===== src/rtl/nn_class_decider.sv =====
// Argmax decider for the network's per-class score vector: scans one class per cycle,
// then applies a confidence threshold and a consecutive-frame agreement rule.
module nn_class_decider #(
    parameter int NUM_CLASSES = 10,
    parameter int PROB_W = 16,
    parameter logic signed [PROB_W-1:0] THRESHOLD = 16'sd8192,
    parameter int HOLD_FRAMES = 2,
    parameter int CLS_W = $clog2(NUM_CLASSES)
) (
    input  logic                     clk,
    input  logic                     rst_n,
    input  logic                     prob_valid,
    output logic                     prob_ready,
    input  logic signed [PROB_W-1:0] probabilities [0:NUM_CLASSES-1],
    input  logic                     flush,
    output logic [CLS_W-1:0]         class_id,
    output logic signed [PROB_W-1:0] class_score,
    output logic                     class_valid,
    output logic                     class_reject
);

    localparam int STREAK_W = $clog2(HOLD_FRAMES + 1);
    localparam logic [STREAK_W-1:0] HOLD_MAX = STREAK_W'(HOLD_FRAMES);
    localparam logic [CLS_W-1:0] LAST_IDX = CLS_W'(NUM_CLASSES - 1);

    typedef enum logic [1:0] {IDLE, SCAN, DECIDE} state_t;

    state_t state, state_next;

    logic signed [PROB_W-1:0] frame_buf [0:NUM_CLASSES-1];
    logic signed [PROB_W-1:0] best_score;
    logic [CLS_W-1:0]         best_idx;
    logic [CLS_W-1:0]         idx;
    logic [STREAK_W-1:0]      streak;
    logic [CLS_W-1:0]         last_winner;
    logic                     emitted;

    logic                     accept;
    logic                     confident;
    logic                     same_winner;
    logic [STREAK_W-1:0]      streak_new;
    logic                     emitted_base;
    logic                     fire;

    assign accept = (state == IDLE) && prob_valid && prob_ready && !flush;

    always_comb begin
        state_next = state;
        if (flush) begin
            state_next = IDLE;
        end else begin
            case (state)
                IDLE:    if (accept) state_next = SCAN;
                SCAN:    if (idx == LAST_IDX) state_next = DECIDE;
                DECIDE:  state_next = IDLE;
                default: state_next = IDLE;
            endcase
        end
    end

    // Agreement bookkeeping for the frame currently in DECIDE.
    always_comb begin
        confident    = (best_score >= THRESHOLD);
        same_winner  = (best_idx == last_winner) && (streak != '0);
        streak_new   = STREAK_W'(1);
        emitted_base = 1'b0;
        if (same_winner) begin
            streak_new   = (streak == HOLD_MAX) ? streak : streak + STREAK_W'(1);
            emitted_base = emitted;
        end
        fire = (streak_new == HOLD_MAX) && !emitted_base;
    end

    always_ff @(posedge clk or negedge rst_n) begin
        if (!rst_n) begin
            state      <= IDLE;
            prob_ready <= 1'b1;
        end else begin
            state      <= state_next;
            prob_ready <= (state_next == IDLE);
        end
    end

    // The buffer is frozen outside the accept cycle, so input changes mid-scan are ignored.
    always_ff @(posedge clk) begin
        if (accept) frame_buf <= probabilities;
    end

    always_ff @(posedge clk or negedge rst_n) begin
        if (!rst_n) begin
            idx          <= '0;
            best_score   <= '0;
            best_idx     <= '0;
            class_id     <= '0;
            class_score  <= '0;
            class_valid  <= 1'b0;
            class_reject <= 1'b0;
            streak       <= '0;
            last_winner  <= '0;
            emitted      <= 1'b0;
        end else begin
            class_valid  <= 1'b0;
            class_reject <= 1'b0;
            if (flush) begin
                streak      <= '0;
                last_winner <= '0;
                emitted     <= 1'b0;
            end else begin
                case (state)
                    IDLE: begin
                        if (accept) begin
                            best_score <= probabilities[0];
                            best_idx   <= '0;
                            idx        <= CLS_W'(1);
                        end
                    end
                    SCAN: begin
                        if (frame_buf[idx] > best_score) begin
                            best_score <= frame_buf[idx];
                            best_idx   <= idx;
                        end
                        idx <= idx + CLS_W'(1);
                    end
                    DECIDE: begin
                        class_id    <= best_idx;
                        class_score <= best_score;
                        if (confident) begin
                            streak      <= streak_new;
                            last_winner <= best_idx;
                            emitted     <= emitted_base || fire;
                            class_valid <= fire;
                        end else begin
                            streak       <= '0;
                            emitted      <= 1'b0;
                            class_reject <= 1'b1;
                        end
                    end
                    default: ;
                endcase
            end
        end
    end

endmodule


===== config.mk =====
export PLATFORM = sky130hd
export DESIGN_NAME = nn_class_decider
export DESIGN_NICKNAME = d
export VERILOG_FILES = /design/src/rtl/nn_class_decider.sv
export SDC_FILE = /design/constraint.sdc
export NUM_CORES = 1
export LEC_CHECK = 0
export ABC_AREA = 1
export CAP_MARGIN = 10
export CELL_PAD_IN_SITES_DETAIL_PLACEMENT = 1
export CELL_PAD_IN_SITES_GLOBAL_PLACEMENT = 1
export CORE_MARGIN = 4
export CORE_UTILIZATION = 37
export CTS_BUF_LIST = sky130_fd_sc_hd__clkbuf_4
export DETAILED_ROUTE_END_ITERATION = 16
export HOLD_SLACK_MARGIN = 0.1
export PLACE_DENSITY_LB_ADDON = 0.1
export SYNTH_ARGS = -nofsm -noshare
export SYNTH_HDL_FRONTEND = slang
export SYNTH_SLANG_ARGS = --single-unit

===== constraint.sdc =====
create_clock -name clk -period 4.4 [get_ports clk]
set_input_delay 0.88 -clock clk [delete_from_list [all_inputs] [get_ports clk]]
set_output_delay 0.88 -clock clk [all_outputs]
set_load 0.05 [all_outputs]

==> out/results.ini <==
[min_path]
min_path_type=input port to async pin

[clock_network]
cts_buffers=58
insertion_delay_ns=0.71
root_buffer=clkbuf_4
htreeDepth=2
post-cts-setup-buffers=0
ctsHoldBuffers=0
tritoncts=done
clockBufferDepth=3
cts_resized=0
clock-sinks=216
clkTransAtPathRegs_ns=0.07

[worst_setup_path]
arrival_ns=4.08
cp-end-kind=register
start_kind=register
critical_path.max_fanout=37
critical_path_class=register to register
required_ns=4.97

[layout]
final_cell_mix=nand2_1 (221), clkdlybuf4s50_1 (185), edfxtp_1 (160)
drive_gt1_share_pct=10.9
design_area_um2=12100
area_growth_pct=32.1
post-route-util_pct=49.8
instances_no_fill=1443
final_common_cell=nand2_1
layout.nets=1254

[synthesis]
yosysSeqAreaShare_pct=67.6
ys_seq_elements=216
syn_nets=1033
synth_warnings=0
netlist_area_um2=9190
synth_cell_types=29
synth_cells=850
post_synth.cell_area_avg_um2=10.8

[drt]
route.detailed.drc=0
vias_per_cell=4.78
firstDrtPassIters=4
ant_nets=0
routed_wirelength_um=25700
wl_per_cell_um=17.8
initialDrtViolationCount=390
num_vias=6901

[pwr]
p_switching_mw=2.62
p_per_area_nw_per_um2=572
power_frac_seq_pct=37.7
total_power_mw=6.94
ir_drop_mv=0.201
switching_share_pct=37.8
power_frac_comb_pct=36.2
leakage_nw=4.80
p_int_mw=4.32
p_clk_share_pct=26.0

[floorplan]
num_rows=57
die-area_um2=27400
dieWidth_um=166
core-area_um2=24400
num_io_pins=187
die_y_um=166
initial_utilization_pct=37.7

[place]
dp_hpwl_um=18000
place_congestion=0.817
post-place-ws_ns=0.871
placedCellCount=1335
place_area_um2=11400
numPortBuffers=186

[timing]
finalMaxSlewViolations=0
max_freq_mhz=285
skew_ns=0.0774
relSlewSlack_pct=34.6
fin_crit_sh_pct=79.6
hold_violations=0
setup-tns-final_ns=0
tightest_slew_ns=0.981
rsz0062_at_grt=no
finalSetupViolations=0
fin_crit_ns=3.50
hold_slack_ns=0.313
fin_ws_ns=0.896

[run_status]
status=completed

[global_route]
grt_overflow=0
first_global_vias=7545
grt_max_degree=163
gr-usage-all-layers_pct=19.1
antenna_found_initial=1
grt_pass1_wl_um=40200

[flow_run]
max-cap-violations=0

[layout make-up]
| type | instances | area (µm²) |
|---|---|---|
| diodes | 1 | 2.50 |
| clock buffers | 87 | 653 |
| clock inverters | 20 | 111 |
| fillers | 2725 | 12300 |
| inverters | 43 | 165 |
| multi-input cells | 548 | 2580 |
| flip-flops and latches | 216 | 6210 |
| well taps | 324 | 405 |
| repair buffers | 204 | 2000 |
[worst max-delay path, stage by stage, from the launching register on]
cell	delay, ns
dfrtp_2	0.51
buf_4	0.43
o21ai_0	0.17
o211ai_1	0.27
nand3_1	0.16
nand2_1	0.15
ha_1	0.25
nand2_1	0.07
nand2_1	0.05
nand3_1	0.07
nand2_1	0.08
a21oi_1	0.17
nand2_1	0.08
nand2_1	0.06
nand3_1	0.08
nand2_1	0.55
nand2_1	0.13
nand2_1	0.09
[path summary, 6_finish.rpt]
check	startpoint	endpoint	slack, ns	depth (start not counted)
worst min-delay path	rst_n	best_score[7]	0.31	1
worst max register to register	idx[0]	best_score[9]	0.90	17
min in group clk	emitted	class_valid	0.47	1
worst min register to register	emitted	class_valid	0.47	1
max in group asynchronous	rst_n	class_score[6]	3.24	2
worst max-delay path	idx[0]	best_score[9]	0.90	17
[logic make-up after synthesis]
family	count (synthesis)	synth area share (%)
buffers and inverters	86	4.30
adders and majority gates	19	2.59
DFF	216	67.6
and+or+nand+nor	388	16.8
xor gates and xnor gates	1	0.0953
AOI/OAI and AO/OA	140	8.62
[state kept, by name, indices dropped and copies added, names as in the netlist]
| register | flops |
|---|---|
| class_valid | 1 |
| idx | 4 |
| emitted | 1 |
| last_winner | 4 |
| class_score | 16 |
| class_id | 4 |
| prob_ready | 1 |
| state | 2 |
| streak | 2 |
| class_reject | 1 |
| best_score | 16 |
| frame_buf | 160 |
| best_idx | 4 |
[Yosys cell counts (all sizes together)]
cell,n,area [µm²]
nand2,221,830
edfxtp,160,4800
nor2,120,465
o21ai,91,455
dfrtp,55,1380
inv,42,158
nand3,41,205
o211ai,32,240
buf,23,155
clkbuf,20,78.8
ha,19,238
a21oi,9,45.0
o22ai,6,37.5
nand4,3,18.8
nor3,2,21.3
a21o,1,7.51
a31oi,1,6.26
and2,1,6.26
clkinv,1,3.75
dfstp,1,26.3
xor2,1,8.76
[layer usage]
metal  track usage (%)  vias to the layer above  routed length (µm)
met5                 0                        -                   0
met4              5.29                        0                 403
met3              3.75                       38                1430
met2              32.4                      182               12700
met1              25.0                     3300               11200
li1                  -                     3381                   -
[power by group through the flow]
stage | Sequential [mW] | Clock (mW) | Combinational (mW)
after floorplan | 2.71 | 0 | 1.64
after global placement | 2.66 | 0 | 2.49
after detailed placement | 2.67 | 0 | 2.55
after CTS | 2.63 | 1.87 | 2.56
after global routing | 2.65 | 1.99 | 2.91
final | 2.62 | 1.81 | 2.51
(Power assumes the default switching activity.)
